`src/rtl/pipe_ctrl.sv`:
```
// pipe_ctrl: shared memory-bus arbiter (MEM over IF), bus watchdog,
// stall-vector merge and exception flush sequencing for the 5-stage core.
module pipe_ctrl #(
    parameter int TIMEOUT_W = 8
) (
    input  logic        clk,
    input  logic        rst,
    input  logic        if_req,
    input  logic        mem_req,
    input  logic        bus_ack,
    input  logic        stallreq_id,
    input  logic        stallreq_ex,
    input  logic        exc_valid,
    input  logic [31:0] exc_pc,
    output logic [5:0]  stall,
    output logic        flush,
    output logic [31:0] new_pc,
    output logic        bus_grant_if,
    output logic        bus_grant_mem,
    output logic        bus_err
);

    typedef enum logic [1:0] {
        IDLE     = 2'd0,
        IF_XFER  = 2'd1,
        MEM_XFER = 2'd2,
        FLUSH    = 2'd3
    } state_t;

    localparam logic [TIMEOUT_W-1:0] WD_ONE = {{(TIMEOUT_W-1){1'b0}}, 1'b1};

    state_t                state_reg, state_next;
    logic [TIMEOUT_W-1:0]  wd_reg, wd_next, wd_inc;
    logic                  exc_pend_reg, exc_pend_next;
    logic [31:0]           exc_pc_q_reg, exc_pc_q_next;

    logic in_xfer, xfer_ack, wd_expire;
    logic exc_take, exc_now, exc_defer;
    logic mem_wait, if_wait;

    // Grants come straight from the state register, so reset drops them at once.
    assign bus_grant_if  = (state_reg == IF_XFER);
    assign bus_grant_mem = (state_reg == MEM_XFER);

    assign in_xfer  = bus_grant_if | bus_grant_mem;
    assign xfer_ack = in_xfer & bus_ack;

    // wd_reg holds the cycles already spent in the transfer; wd_inc counts the
    // current one too, so the abort lands on grant cycle 2^TIMEOUT_W-1.
    assign wd_inc    = wd_reg + WD_ONE;
    assign wd_expire = in_xfer & ~bus_ack & (&wd_inc);

    // Only the first exception is taken; later ones are dropped until FLUSH.
    // A flush may only happen when no transfer would be cut short.
    assign exc_take  = rst & exc_valid & ~exc_pend_reg;
    assign exc_now   = exc_take & ((state_reg == IDLE) | xfer_ack);
    assign exc_defer = exc_take & ~exc_now;

    assign mem_wait = mem_req & ~(bus_grant_mem & bus_ack);
    assign if_wait  = if_req  & ~(bus_grant_if  & bus_ack);

    // State, watchdog and pending-exception registers.
    always_ff @(posedge clk or negedge rst) begin
        if (!rst) begin
            state_reg    <= IDLE;
            wd_reg       <= '0;
            exc_pend_reg <= 1'b0;
            exc_pc_q_reg <= '0;
        end else begin
            state_reg    <= state_next;
            wd_reg       <= wd_next;
            exc_pend_reg <= exc_pend_next;
            exc_pc_q_reg <= exc_pc_q_next;
        end
    end

    // Next-state, watchdog, flush and bus-error logic.
    always_comb begin
        state_next    = state_reg;
        wd_next       = wd_reg;
        exc_pend_next = exc_pend_reg;
        exc_pc_q_next = exc_pc_q_reg;
        flush         = 1'b0;
        new_pc        = '0;
        bus_err       = 1'b0;

        case (state_reg)
            IDLE: begin
                wd_next = '0;
                if (exc_pend_reg) begin
                    state_next = FLUSH;
                end else if (exc_now) begin
                    // Immediate flush; no grant is issued this cycle.
                    flush      = 1'b1;
                    new_pc     = exc_pc;
                    state_next = IDLE;
                end else if (mem_req) begin
                    state_next = MEM_XFER;
                end else if (if_req) begin
                    state_next = IF_XFER;
                end
            end
            IF_XFER, MEM_XFER: begin
                wd_next = wd_inc;
                if (bus_ack) begin
                    wd_next    = '0;
                    state_next = exc_pend_reg ? FLUSH : IDLE;
                    if (exc_now) begin
                        flush  = 1'b1;
                        new_pc = exc_pc;
                    end
                end else if (wd_expire) begin
                    wd_next    = '0;
                    bus_err    = 1'b1;
                    state_next = IDLE;
                end
            end
            FLUSH: begin
                flush         = 1'b1;
                new_pc        = exc_pc_q_reg;
                exc_pend_next = 1'b0;
                state_next    = IDLE;
            end
            default: state_next = IDLE;
        endcase

        if (exc_defer) begin
            exc_pend_next = 1'b1;
            exc_pc_q_next = exc_pc;
        end
    end

    // Stall vector merge, highest-priority source first.
    always_comb begin
        stall = 6'b000000;
        if (!rst || flush)                  stall = 6'b000000;
        else if (exc_pend_reg || exc_defer) stall = 6'b111111;
        else if (mem_wait)                  stall = 6'b011111;
        else if (stallreq_ex)               stall = 6'b001111;
        else if (stallreq_id)               stall = 6'b000111;
        else if (if_wait)                   stall = 6'b000011;
    end

endmodule

```
`config.mk`:
```
export PLATFORM = sky130hd
export DESIGN_NAME = pipe_ctrl
export DESIGN_NICKNAME = d
export VERILOG_FILES = /design/src/rtl/pipe_ctrl.sv
export SDC_FILE = /design/constraint.sdc
export NUM_CORES = 1
export LEC_CHECK = 0
export BUFFER_PORTS_ARGS = -buffer_cell sky130_fd_sc_hd__buf_2
export CAP_MARGIN = 20
export CORE_UTILIZATION = 50
export CTS_CLUSTER_SIZE = 16
export DETAILED_ROUTE_END_ITERATION = 8
export PLACE_DENSITY = 0.91
export SLEW_MARGIN = 20
export SYNTH_ARGS = -nofsm -noshare
export SYNTH_HDL_FRONTEND = slang
export SYNTH_SLANG_ARGS = --single-unit
```
`constraint.sdc`:
```
create_clock -name clk -period 3.48 [get_ports clk]
set_clock_uncertainty 0.15 [all_clocks]
set_input_delay 1.044 -clock clk [delete_from_list [all_inputs] [get_ports clk]]
set_output_delay 1.044 -clock clk [all_outputs]
set_load 0.03 [all_outputs]
```
# Word level (Yosys, flattened, before mapping)
# Cells that the tools add are included.
# Widths: inputs -> output; s select.
[word_totals] ff_bits=43 inputBits=40 output_inout_bits=42 elab_cells=67
[op_classes] n_addsub=1 n_eq_ne=5 muxes=30 bitwise_logic=18 reduce_logical=9
[op_table] cell="$mux 32" n=3
[op_table] cell="$pmux 32 s3" n=1
[op_table] cell="$mux 2" n=8
[op_table] cell="$mux 8" n=2
[op_table] cell="$pmux 8 s2" n=1
[op_table] cell="$mux 6" n=2
[op_table] cell="$and 1x1->1" n=11
[op_table] cell="$add 8x1->8 const B" n=1
[op_table] cell="$mux 1" n=8
[op_table] cell="$reduce_and 8->1" n=1
[op_table] cell="$pmux 2 s3" n=1
[op_table] cell="$mux 5" n=1
[op_table] cell="$ne 5x5->1 const B" n=1
[op_table] cell="$not 1->1" n=5
[op_table] cell="$eq 2x2->1 const B" n=2
[op_table] cell="$mux 4" n=1
[op_table] cell="$reduce_bool 2->1" n=2
[op_table] cell="$mux 3" n=1
[op_table] cell="$ne 3x3->1 const B" n=1
[op_table] cell="$pmux 1 s3" n=1
[op_table] cell="$eq 2x1->1 const B" n=1
[op_table] cell="$logic_not 2->1" n=1
[op_table] cell="$logic_or 1x1->1" n=2
[op_table] cell="$or 1x1->1" n=2
[op_table] cell="3 further kinds" n=3

# Depth between registers and ports, before layout
[depth] depth_word=10 ltp_mapped=8 depth_no_buf=7

# Worst setup path after synthesis
# Ideal clock, no wire load.
[synth_timing] path_type="input port to output port" from="in bus_ack" to="out stall[1]" arrival_time_ps=2457 required_time_ps=2286 path_slack_ps=-171 cell_stages=5 n_path_buf=1 path_cell_list="a21oi_1 -> a31oi_1 -> a21boi_0 -> a31oi_1 -> buf_4"
[synth_via] elab_chain_len=9 elab_cells_between_ends=23 classes_between="10 x mux; 11 x bitwise; 2 x reduce/logical"
[synth_lines] element="start, declared" line="10" rtl="input logic bus_ack,"
[synth_lines] element="$and 1x1->1" line="60" rtl="assign if_wait = if_req & ~(bus_grant_if & bus_ack);"
[synth_lines] element="$not 1->1" line="60"
[synth_lines] element="$and 1x1->1" line="60"
[synth_lines] element="$mux 2" line="141" rtl="else if (if_wait) stall = 6'b000011;"
[synth_lines] element="$mux 3" line="140" rtl="else if (stallreq_id) stall = 6'b000111;"
[synth_lines] element="$mux 4" line="139" rtl="else if (stallreq_ex) stall = 6'b001111;"
[synth_lines] element="$mux 5" line="138" rtl="else if (mem_wait) stall = 6'b011111;"
[synth_lines] element="$mux 6" line="137" rtl="else if (exc_pend_reg || exc_defer) stall = 6'b111111;"
[synth_lines] element="$mux 6 *" line="136" rtl="if (!rst || flush) stall = 6'b000000;"
[synth_lines] element="end, declared" line="15" rtl="output logic [5:0] stall,"
# Mark *: on every way between the ends. The rest lies on a longest branch, timed or not.

# Worst setup path in the final report
[layout_timing] from="in rst" to="out new_pc[28]"
[layout_via] elab_chain_len=6 elab_cells_between_ends=7 classes_between="4 x mux; 3 x bitwise"
[layout_lines] element="start, declared" line="7" rtl="input logic rst,"
[layout_lines] element="$and 1x1->1 * (2 in a row)" line="55" rtl="assign exc_take = rst & exc_valid & ~exc_pend_reg;"
[layout_lines] element="$and 1x1->1 *" line="56" rtl="assign exc_now = exc_take & ((state_reg == IDLE) | xfer_ack);"
[layout_lines] element="$mux 32 *" line="92, 108"
[layout_lines] element="$mux 32 (on tied branches)" line="105, 90"
[layout_lines] element="$pmux 32 s3 *" line="87" rtl="case (state_reg)"
[layout_lines] element="end, declared" line="17" rtl="output logic [31:0] new_pc,"
# Marks and branches as above.

==> results.json <==
{
  "synth-edff-count": 0,
  "grt_pass1_vias": 1957,
  "route.met3.wl_um": 258,
  "drtPass1Iterations": 7,
  "violations": "design-rule violations",
  "die_w_um": 70.7,
  "pwr-share-comb_pct": 47.9,
  "status": "finished, violations left",
  "drv_slew": 0,
  "dp_cells": 345,
  "start_util_pct": 53.1,
  "io_buffers": 81,
  "crit_end": "new_pc[28]",
  "rrSetupSlack_ps": 1300,
  "synth-main-ff-cell": "dfrtp_1",
  "routed_wl_mm": 5.37,
  "grt.overflow.total": 0,
  "yosysTopAreaCell": "dfrtp_1",
  "power_density_nw_per_um2": 747,
  "tns_ps": 0,
  "drv_cap": 0,
  "setup_viol": 0,
  "cts_max_level": 2,
  "postCtsResizedCells": 0,
  "crit_path_max_fanout": 12,
  "fmax_ghz": 0.297,
  "syn_to_final_growth_pct": 27.2,
  "post_drt_wl_per_cell_um": 15.2,
  "timing.rr.start": "state_reg[0]",
  "yosys_warnings": 0,
  "place.gp.congestion": 0.885,
  "largest_reg_flops": 32,
  "grt_pass1_wl_mm": 8.65,
  "netlist_area_um2": 2360,
  "synth_top_area_share_pct": 45.6,
  "hold_class": "flip-flop to flip-flop",
  "routed-via-count": 2017,
  "cts_max_path_buffers": 2,
  "relSlewSlack_pct": 71.5,
  "ys_types": 40,
  "grt_max_degree": 35,
  "setup.worst_path.start": "rst",
  "cts_tree": "yes",
  "fin_util_pct": 67.5,
  "wl_met2_mm": 2.70,
  "hpwl_mm": 3.93,
  "drc_errors": 10,
  "timing_worst_slew_pin_value_ps": 428,
  "core_um2": 4440,
  "async_reset_ff_share_pct": 100,
  "syn-num-nets": 258,
  "netlist_top_cells_area": "dfrtp_1, mux2_2, a22o_1",
  "antennaDiodeCount": 0,
  "met1_length_mm": 2.32,
  "yosysSeqAreaShare_pct": 45.6,
  "timing.final.crit_period_ps": 3360,
  "postRouteAntennaNets": 0,
  "die-area_um2": 5000,
  "top_layer_used": "met4",
  "endpoint_kind": "output port",
  "leakagePower_nw": 1.53,
  "avgSynthCellArea_um2": 11.1,
  "switchingPower_uw": 912,
  "rr_worst_depth": 6,
  "fp.dieH_um": 70.7,
  "io_pins": 82,
  "power_frac_seq_pct": 37.7,
  "ys_ff_latch": 43,
  "p_sw_share_pct": 40.7,
  "nNetsFinal": 346,
  "start_kind": "input pin",
  "synthTopCellsByCount": "dfrtp_1, a22o_1, mux2_2, nand2_1, nor2_1",
  "final.setup.worst_slack_ps": 117,
  "fin_total_pwr_mw": 2.24,
  "hold_buffers": 0,
  "num_rows": 24,
  "cts_inserted_buffers": 5,
  "drt_iter0_markers": 66,
  "postCtsSetupBuffers": 0,
  "final_cell_count_no_fill": 353,
  "pre_cts_ws_ps": 71.4,
  "cts.sink_count": 43,
  "arrival_ps": 2170,
  "clockPowerShare_pct": 14.4,
  "syn_inst": 212,
  "drive_gt1_share_pct": 48.5,
  "clk_pin_slew_ps": 90,
  "ir_worst_vdd_mv": 0.392,
  "clock_latency_ps": 290,
  "vias_per_cell": 5.71,
  "fin_crit_sh_pct": 96.6,
  "crit_type": "input pin to output port",
  "regToRegEndpoint": "exc_pc_q_reg[7]",
  "ctsRootBufferMaster": "clkbuf_8",
  "critPathRequiredTime_ps": 2290,
  "hold_viol": 0,
  "antenna_found_initial": 0,
  "grt.total_usage_pct": 22.0,
  "synth_most_common_cell": "dfrtp_1",
  "p_int_mw": 1.33
}
cell type report:
class / count / area [um^2]
timing repair buffer: 94 / 524
clock inverter: 3 / 23.8
sequential: 43 / 1080
tap: 52 / 65.1
multi-input combinational: 149 / 1220
fill: 346 / 1440
clock buffer: 5 / 68.8
inverter: 7 / 26.3
cells by family (layout without fill, tap and decap cells):
group / count (synthesis) / count (layout) / share of synthesized area [%]
AOI/OAI and AO/OA: 58 / 58 / 19.4
and+or+nand+nor: 48 / 48 / 10.6
DFF: 43 / 43 / 45.6
muxes: 36 / 36 / 17.2
buffers and inverters: 20 / 109 / 3.66
adders and majority gates: 6 / 6 / 3.18
xor gates and xnor gates: 1 / 1 / 0.371
power groups by stage:
| stage | Clock [mW] | Combinational [mW] | Sequential (mW) |
|---|---|---|---|
| after floorplan | 0 | 0.799 | 0.809 |
| after global placement | 0 | 1.03 | 0.835 |
| after detailed placement | 0 | 1.06 | 0.850 |
| after CTS | 0.333 | 1.06 | 0.842 |
| after global routing | 0.351 | 1.15 | 0.870 |
| final | 0.323 | 1.07 | 0.845 |
routing by layer:
metal | GRT usage (%) | up-vias
met4 | 7.33 | 0
li1 | - | 959
met1 | 27.1 | 982
met2 | 38.2 | 66
met3 | 5.27 | 10
met5 | 0 | -
cell usage in the layout, fill, tap and decap left out, types with 2 or more instances in the layout:
master and instances:
nor3_1 2, ha_1 6, inv_1 7, a22o_1 32, clkinvlp_4 2, dfrtp_1 43
a21oi_1 6, nor4_1 3, nand2_1 11, o21ai_0 3, buf_2 79, nand3_1 5
mux2i_1 3, a31oi_1 3, nor2_1 12, and3_2 2, clkbuf_8 5, clkbuf_4 2
a21boi_0 2, buf_4 11, mux2_2 32, and2_1 2
stage by stage:
stage	instance area (um^2)	hold slack, ps
2_1_floorplan	2360	330
3_3_place_gp	2890	337
3_5_place_dp	2890	345
4_1_cts	2990	366
5_1_grt	3000	381
6_report	3000	363
worst min path at each step:
stage | slack [ps] | endpoint | cells after the start | from
finish | 360 | exc_pc_q_reg[3] | 1 | exc_pc_q_reg[3]
global route | 380 | exc_pc_q_reg[1] | 1 | exc_pc_q_reg[1]
CTS | 370 | exc_pc_q_reg[3] | 1 | exc_pc_q_reg[3]
detailed placement | 350 | exc_pc_q_reg[3] | 1 | exc_pc_q_reg[3]
global placement | 340 | exc_pc_q_reg[10] | 1 | exc_pc_q_reg[10]
floorplan | 330 | exc_pc_q_reg[17] | 1 | exc_pc_q_reg[17]
critical path, cell delays in order:
cell     delay [ps]
buf_2           150
nand2_1         110
nor3_2          220
buf_4           250
a22o_1          180
buf_2           200
Power figures use the tool's default switching activity.
